**config.mk**
```make
export PLATFORM = sky130hd
export DESIGN_NAME = led_animator
export DESIGN_NICKNAME = d
export VERILOG_FILES = /design/src/rtl/led_animator.sv
export SDC_FILE = /design/constraint.sdc
export NUM_CORES = 1
export LEC_CHECK = 0
export BUFFER_PORTS_ARGS = -buffer_cell sky130_fd_sc_hd__buf_2
export CORE_MARGIN = 10
export CORE_UTILIZATION = 64
export DETAILED_ROUTE_END_ITERATION = 12
export HOLD_SLACK_MARGIN = 0.02
export PLACE_DENSITY = 0.92
export SYNTH_ARGS = -nofsm -noshare
export SYNTH_HDL_FRONTEND = slang
export SYNTH_SLANG_ARGS = --single-unit
```
**constraint.sdc**
```tcl
create_clock -name BALL_CLOCK -period 6.3 [get_ports BALL_CLOCK]
set_input_delay 0 -clock BALL_CLOCK [delete_from_list [all_inputs] [get_ports BALL_CLOCK]]
set_output_delay 0 -clock BALL_CLOCK [all_outputs]
set_load 0.01 [all_outputs]
```
**src/rtl/led_animator.sv**
```systemverilog
// led_animator: goal/win LED bar animations on BALL_CLOCK; outputs registered, an event at edge N shows frame 0 from edge N.
// Events while busy are dropped; define ANIM_PREEMPT_EN to let a higher-priority event restart the animation.
module led_animator #(
  parameter int LED_WIDTH  = 8,
  parameter int STEP_TICKS = 3,
  parameter int HOLD_TICKS = 6,
  parameter int REPEATS    = 2
) (
  input  logic                 BALL_CLOCK,
  input  logic                 RESET,
  input  logic                 goal_player_1,
  input  logic                 goal_player_2,
  input  logic                 win_player_1,
  input  logic                 win_player_2,
  output logic [LED_WIDTH-1:0] led,
  output logic                 busy,
  output logic                 done,
  output logic [1:0]           anim_id
);

  localparam int MAX_TICKS = (STEP_TICKS > HOLD_TICKS) ? STEP_TICKS : HOLD_TICKS;
  localparam int TW        = (MAX_TICKS > 1) ? $clog2(MAX_TICKS) : 1;
  localparam int RW        = $clog2(REPEATS + 1);
  localparam int FW        = $clog2(LED_WIDTH);
  localparam int HALF      = LED_WIDTH / 2;

  typedef enum logic [1:0] {IDLE, RUN, BLANK} state_t;

  state_t                 state, state_nxt;
  logic [FW-1:0]          frame, frame_nxt;
  logic [TW-1:0]          tick, tick_nxt;
  logic [RW-1:0]          rep, rep_nxt;
  logic [1:0]             id_nxt;
  logic                   done_nxt;
  logic                   busy_nxt;
  logic [LED_WIDTH-1:0]   led_nxt;
  logic                   ev;
  logic [1:0]             ev_id;
  logic                   start;
  logic                   is_win;
  logic                   last_frame;
  logic                   tick_end;
  int                     frame_len;

`ifdef ANIM_PREEMPT_EN
  function automatic logic [1:0] rank(input logic [1:0] id);
    case (id)
      2'd2:    rank = 2'd3;
      2'd3:    rank = 2'd2;
      2'd0:    rank = 2'd1;
      default: rank = 2'd0;
    endcase
  endfunction
`endif

  // Win fill grows from the centre pair toward the winner's side.
  function automatic logic [LED_WIDTH-1:0] frame_pattern(input logic [1:0] id, input int k);
    logic [LED_WIDTH-1:0] p;
    int j;
    p = '0;
    j = k - HALF + 1;
    for (int b = 0; b < LED_WIDTH; b++) begin
      case (id)
        2'd0:    p[b] = (b == LED_WIDTH - 1 - k);
        2'd1:    p[b] = (b == k);
        default: begin
          if (k < HALF)
            p[b] = (b == k) || (b == LED_WIDTH - 1 - k);
          else if (id == 2'd2)
            p[b] = (b >= HALF - 1) && (b <= HALF + j);
          else
            p[b] = (b >= HALF - 1 - j) && (b <= HALF);
        end
      endcase
    end
    return p;
  endfunction

  always_comb begin
    ev = win_player_1 | win_player_2 | goal_player_1 | goal_player_2;
    if (win_player_1)       ev_id = 2'd2;
    else if (win_player_2)  ev_id = 2'd3;
    else if (goal_player_1) ev_id = 2'd0;
    else                    ev_id = 2'd1;
  end

  always_ff @(posedge BALL_CLOCK or posedge RESET) begin
    if (RESET) begin
      state   <= IDLE;
      frame   <= '0;
      tick    <= '0;
      rep     <= '0;
      anim_id <= 2'd0;
      led     <= '0;
      busy    <= 1'b0;
      done    <= 1'b0;
    end else begin
      state   <= state_nxt;
      frame   <= frame_nxt;
      tick    <= tick_nxt;
      rep     <= rep_nxt;
      anim_id <= id_nxt;
      led     <= led_nxt;
      busy    <= busy_nxt;
      done    <= done_nxt;
    end
  end

  always_comb begin
    is_win     = anim_id[1];
    last_frame = int'(frame) == (is_win ? LED_WIDTH - 2 : LED_WIDTH - 1);
    frame_len  = (is_win && last_frame) ? HOLD_TICKS : STEP_TICKS;
    tick_end   = int'(tick) == frame_len - 1;

    state_nxt = state;
    frame_nxt = frame;
    tick_nxt  = tick;
    rep_nxt   = rep;
    id_nxt    = anim_id;
    done_nxt  = 1'b0;
    start     = 1'b0;

    case (state)
      IDLE: start = ev;
      RUN: begin
        if (tick_end) begin
          tick_nxt = '0;
          if (last_frame) state_nxt = BLANK;
          else            frame_nxt = frame + FW'(1);
        end else begin
          tick_nxt = tick + TW'(1);
        end
      end
      BLANK: begin
        if (int'(tick) == STEP_TICKS - 1) begin
          tick_nxt = '0;
          rep_nxt  = rep - RW'(1);
          if (rep == RW'(1)) begin
            // Completion edge still accepts a new event; done pulses regardless.
            done_nxt  = 1'b1;
            state_nxt = IDLE;
            start     = ev;
          end else begin
            state_nxt = RUN;
            frame_nxt = '0;
          end
        end else begin
          tick_nxt = tick + TW'(1);
        end
      end
      default: state_nxt = IDLE;
    endcase

`ifdef ANIM_PREEMPT_EN
    if (state != IDLE && !done_nxt && ev && (rank(ev_id) > rank(anim_id)))
      start = 1'b1;
`endif

    if (start) begin
      state_nxt = RUN;
      frame_nxt = '0;
      tick_nxt  = '0;
      rep_nxt   = RW'(REPEATS);
      id_nxt    = ev_id;
    end
  end

  always_comb begin
    busy_nxt = (state_nxt != IDLE);
    led_nxt  = '0;
    if (state_nxt == RUN)
      led_nxt = frame_pattern(id_nxt, int'(frame_nxt));
  end

endmodule
```
# Word-level counts from Yosys, hierarchy flattened
# Cells that the tools add are included.
# W data, S select, Z words.
dict set report word_totals {
  reg_bits 22
  in_bits 6
  wordCells 128
}
dict set report classes {
  eq_ne 23
  bitwise 3
  magnitude_cmp 11
  muxes 56
  reduce_logical 18
  add_sub_neg 9
}
# operator count
set op_table {}
lappend op_table {{$ge A3 B32 Y1 const A} 2}
lappend op_table {{$ge A1 B32 Y1 const A} 1}
lappend op_table {{$ge A2 B32 Y1 const A} 1}
lappend op_table {{$ge A4 B32 Y1 const A} 1}
lappend op_table {{$logic_not A32 Y1} 1}
lappend op_table {{$mux W3} 9}
lappend op_table {{$le A4 B6 Y1 const A} 4}
lappend op_table {{$mux W1} 24}
lappend op_table {{$mux W2} 10}
lappend op_table {{$pmux W1 S2} 9}
lappend op_table {{$eq A4 B4 Y1 const A} 4}
lappend op_table {{$eq A3 B3 Y1 const A} 4}
lappend op_table {{$pmux W3 S2} 2}
lappend op_table {{$eq A2 B1 Y1 const B} 4}
lappend op_table {{$eq A3 B4 Y1 const A} 2}
lappend op_table {{$logic_or A1 B1 Y1} 8}
lappend op_table {{$mux W8} 1}
lappend op_table {{$add A3 B1 Y3 const B} 2}
lappend op_table {{$add A4 B5 Y6 const A} 1}
lappend op_table {{$eq A2 B3 Y1 const A} 2}
lappend op_table {{$le A3 B6 Y1 const A} 1}
lappend op_table {{$pmux W2 S3} 1}
lappend op_table {{$reduce_bool A2 Y1} 3}
lappend op_table {{$sub A3 B5 Y6 const A} 1}
lappend op_table {{18 further kinds} 22}

# Depth between registers and ports, before layout
dict set report depth {
  word_depth 17
  mapped_depth 20
}

# Worst setup path before layout
# OpenSTA, ideal clock, no wires.
dict set report synth_timing {
  kind {flip-flop to flip-flop}
  startpoint {register tick[0]}
  endpoint {register led[7]}
  setup_ns 0.094
  period_less_slack_ns 3.737
  arrival_ns 3.644
  setup_slack_ns 2.563
  stages_incl_launch_ff 16
  required_time_ns 6.206
  cell_sequence {dfrtp_1 > or3b_1 > buf_2 > mux2_4 > nor3_1 > a21oi_2 > or2_2 > inv_1 > ha_1 > inv_1 > ha_1 > ha_1 > nand3b_1 > a2111oi_2 > o211ai_1 > a221oi_2}
}
dict set report synth_between {
  elab_chain_cells 12
  word_cells_on_any_way 30
}
# element line_no
set synth_rtl {}
lappend synth_rtl {{start: declaration} 31} ;# logic [TW-1:0] tick, tick_nxt;
lappend synth_rtl {{start signal: assignment} 100} ;# tick <= tick_nxt;
lappend synth_rtl {{$eq A4 B4 Y1 / $eq A3 B3 Y1 (equally long branches)} {113, 135}}
lappend synth_rtl {{$mux W3 (tied with other cells)} 126} ;# if (tick_end) begin
lappend synth_rtl {{$pmux W3 S2 / $pmux W1 S2 (equally long branches)} 123} ;# case (state)
lappend synth_rtl {{$mux W3 (*)} 159} ;# if (start) begin
lappend synth_rtl {{via frame_nxt[1]} 30} ;# logic [FW-1:0] frame, frame_nxt;
lappend synth_rtl {{$sub A3 B3 Y4} 61} ;# j = k - HALF + 1;
lappend synth_rtl {{$add A4 B2 Y5} 61}
lappend synth_rtl {{$add A4 B5 Y6} 70} ;# p[b] = (b >= HALF - 1) && (b <= HALF + j);
lappend synth_rtl {{$le A4 B6 Y1} 70}
lappend synth_rtl {{$mux W1} 69} ;# else if (id == 2'd2)
lappend synth_rtl {{$mux W1} 67} ;# if (k < HALF)
lappend synth_rtl {{$pmux W1 S2 (*)} 63} ;# case (id)
lappend synth_rtl {{$mux W8 (*)} 171} ;# if (state_nxt == RUN)
lappend synth_rtl {{via led_nxt[7]} 36} ;# logic [LED_WIDTH-1:0] led_nxt;
lappend synth_rtl {{end signal: assignment} 103} ;# led <= led_nxt;
lappend synth_rtl {{end: declaration} 15} ;# output logic [LED_WIDTH-1:0] led,
# The timed path passes the listed nets; every way through them passes the cells marked *.
# A chain may end at the register's enable or synchronous reset.

# Worst setup path in the final report
dict set report layout_timing {
  startpoint {register state[0]}
  endpoint {register led[7]}
}
dict set report layout_between {
  elab_chain_cells 11
  word_cells_on_any_way 29
}
# element line_no
set layout_rtl {}
lappend layout_rtl {{start: declaration} 29} ;# state_t state, state_nxt;
lappend layout_rtl {{start signal: assignment} 98} ;# state <= state_nxt;
lappend layout_rtl {{$eq A2 B2 Y1 (tied with other cells)} 123}
lappend layout_rtl {{$pmux W3 S2 / $pmux W1 S2 (equally long branches)} 123}
lappend layout_rtl {{$mux W3 (*)} 159}
lappend layout_rtl {{via frame_nxt[1]} 30}
lappend layout_rtl {{$sub A3 B3 Y4} 61}
lappend layout_rtl {{$add A4 B2 Y5} 61}
lappend layout_rtl {{$add A4 B5 Y6} 70}
lappend layout_rtl {{$le A4 B6 Y1} 70}
lappend layout_rtl {{$mux W1} 69}
lappend layout_rtl {{$mux W1} 67}
lappend layout_rtl {{$pmux W1 S2 (*)} 63}
lappend layout_rtl {{$mux W8 (*)} 171}
lappend layout_rtl {{via led_nxt[7]} 36}
# Marked as above.

==> metrics.csv <==
metric;value;unit
status;finished, final reports clean;
post-CTS setup buffers;0;
achievable clock frequency;233;MHz
mean post-synth cell area;8.54;um^2
setup_tns;0;ps
Clock Tree Buf Depth;2;
worst vdd ir;0.336;mV
ratio of cells with drive above 1 in the final layout;0.178;
gr usage total;0.167;
Post-DP HPWL;3370;um
worst slew pin tran;831;ps
# fillers;205;
placer congestion estimate;0.905;
antenna violations before repair;0;
CP startpoint kind;flip-flop;
number of synthesized flops with an enable pin;0;
Worst Path Arrival;4520;ps
first-pass GRT wire length;7480;um
Yosys warning total;0;
Worst Skew;6.07;ps
Setup Crit Path Kind;reg -> reg;
# diodes;0;
CTS Buf Count;3;
CP required;6520;ps
fin worst setup slack;2010;ps
Remaining DRCs;0;
Max-Cap Viols;0;
clk root buf;clkbuf_4;
normalized max-slew margin;0.446;
Vias;1745;
top cell type's share of synthesized area;0.292;
Core Area;2780;um^2
vias in the first global route;1599;
Remaining Overflow, GRT;0;
Reg area;551;um^2
P&R area growth vs syn;7.29;%
pwr dens;479;nW/um^2
CP max stage delay;580;ps
Ports;18;
WL final;4630;um
worst hold path type;in -> reg;
most frequent cell on the critical path;ha_1;
max-slew violations;0;
CTS tree;built;
Die Width;74.3;um
Yosys reg bits;22;
CP Max Fanout;7;
# rows;19;
slowest stage cell, crit path;a21oi_1;
dominant cells by area after synthesis;dfrtp_1, ha_1, a21oi_1, nand2_1, o21ai_0;
Top FF cell, synth;dfrtp_1;
drt initial violations;202;
drt pass-1 iters;4;
Non-Filler Instances;267;
final hold viol count;0;
Cells after Synth;221;
Initial Util;0.678;
crit path cell chain;inv_1 > ha_1 > and4b_1 > nor2_2 > a21oi_1 > or2_2 > inv_1 > ha_1 > inv_1 > ha_1 > ha_1 > nand3b_1 > a2111oi_2 > o211ai_1 > a221oi_2;
clock-pin slew on the worst setup and hold paths;120;ps
async set-reset flop share out of synthesis;1.00;
RSZ-0062 raised after global routing;no;
setup slack after placement;2150;ps
Post-DRT Antenna Nets;0;
nets;263;
mapped cell area;1890;um^2
chip height;74.3;um
area of the multi-input gates;1240;um^2
pin count of the biggest net entering global routing;23;
Unique masters post-synth;55;
WL/cell;17.3;um
fin crit share;0.681;
H-tree depth;1;
Net Count, Synth;247;
vias per inst;6.54;
clk sinks;22;
min cycle time layout;4290;ps
I/O Buffers;17;
die area;5520;um^2
Seq/Total Area, Yosys;0.292;
cell taking the most area after synthesis;dfrtp_1;
Power, Total;970;uW
clk_lat worst skew;320;ps
DP Cell Count;262;
endpoint class of the critical path;flip-flop;
setup violators final;0;
Leak Pwr;0.000958;uW
==> stage by stage <==
stage,instance area [um^2],utilization,hold WS [ps]
after floorplan,1890,-,-10.8
after CTS,2020,0.728,290
after global routing,2020,0.728,312
final,2020,0.728,322
after detailed placement,1980,0.711,198
after global placement,1980,0.711,185
==> cell type report <==
type	count	share of cell area
clock buffer	4	0.0179
sequential	22	0.272
tap	31	0.0192
inverter	18	0.0334
multi-input combinational	174	0.611
timing repair buffer	18	0.0470
==> final timing paths <==
path                                   start  slack [ps]  depth (start not counted)  endpoint
worst max register to register      state[0]        2010                         15    led[7]
min in group asynchronous              RESET         370                          3      done
max in group asynchronous              RESET        5420                          3  frame[2]
worst max-delay path                state[0]        2010                         15    led[7]
worst min register to register        rep[0]         570                          2    rep[0]
worst min-delay path            win_player_1         320                          4    rep[1]
==> sequential cells by signal (all words and copies together) (netlist names) <==
register  cells
led           8
frame         3
tick          3
anim_id       2
rep           2
state         2
busy          1
done          1
==> report_power, final <==
part	leakage, uW	internal (uW)	switching (uW)
clock network	0.0000210	35.4	44.4
logic	0.000656	242	426
registers	0.000282	185	37.6
total	0.000958	462	508
==> synthesized netlist by cell type, types with 3 or more instances <==
library cell,n
dfrtp_1,22
ha_1,20
nand2_1,18
a21oi_1,17
inv_1,16
nor2_1,16
o21ai_0,12
nor3_1,7
buf_2,5
nand3_1,5
or2_2,5
a21o_1,4
a221oi_2,4
nor2b_1,4
nor3b_1,4
o22ai_1,4
a211oi_1,3
and3_1,3
nand2b_1,3
or3_1,3
==> placed cells by master, fill, tap and decap left out, types with 3 or more instances in the layout <==
cell	instances
and3_1	3
nand2b_1	3
ha_1	20
a221oi_2	4
o21ai_0	12
nor2_1	16
nor3b_1	4
inv_1	16
or2_2	5
nor3_1	7
or3_1	3
nand2_1	18
a21oi_1	17
buf_2	17
a211oi_1	3
o22ai_1	4
nor2b_1	4
a21o_1	4
dfrtp_1	22
nand3_1	5
clkbuf_4	3
==> worst max-delay path: cells and delay by family, from the launching register on <==
kind                     cells  cell delay (ps)
AO/OA/AOI/OAI                4             1430
adder cells (fa/ha/maj)      4             1130
buffers and inverters        3              330
flip-flops                   1              450
AND/OR/NAND/NOR              4              870
==> per-layer routing <==
| layer | share of wire | wire, um | GRT usage |
|---|---|---|---|
| met5 | 0 | 0 | 0 |
| met4 | 0.018 | 85 | 0.0671 |
| met3 | 0.11 | 497 | 0.0399 |
| met2 | 0.44 | 2050 | 0.251 |
| met1 | 0.43 | 2000 | 0.224 |
==> timing repair <==
action                                 CTS  global route
endpoints found under the hold margin   22             0
hold buffers                             1             0
gates resized for setup                  0             0
==> cell families after synthesis <==
kind of cell,after synthesis,share of synthesized area
compound gates,70,0.280
xor+xnor,2,0.00929
fa+ha+maj,20,0.133
buf+inv,25,0.0531
flops,22,0.292
mux,1,0.00796
simple gates,81,0.225
Power figures use the tool's default switching activity.
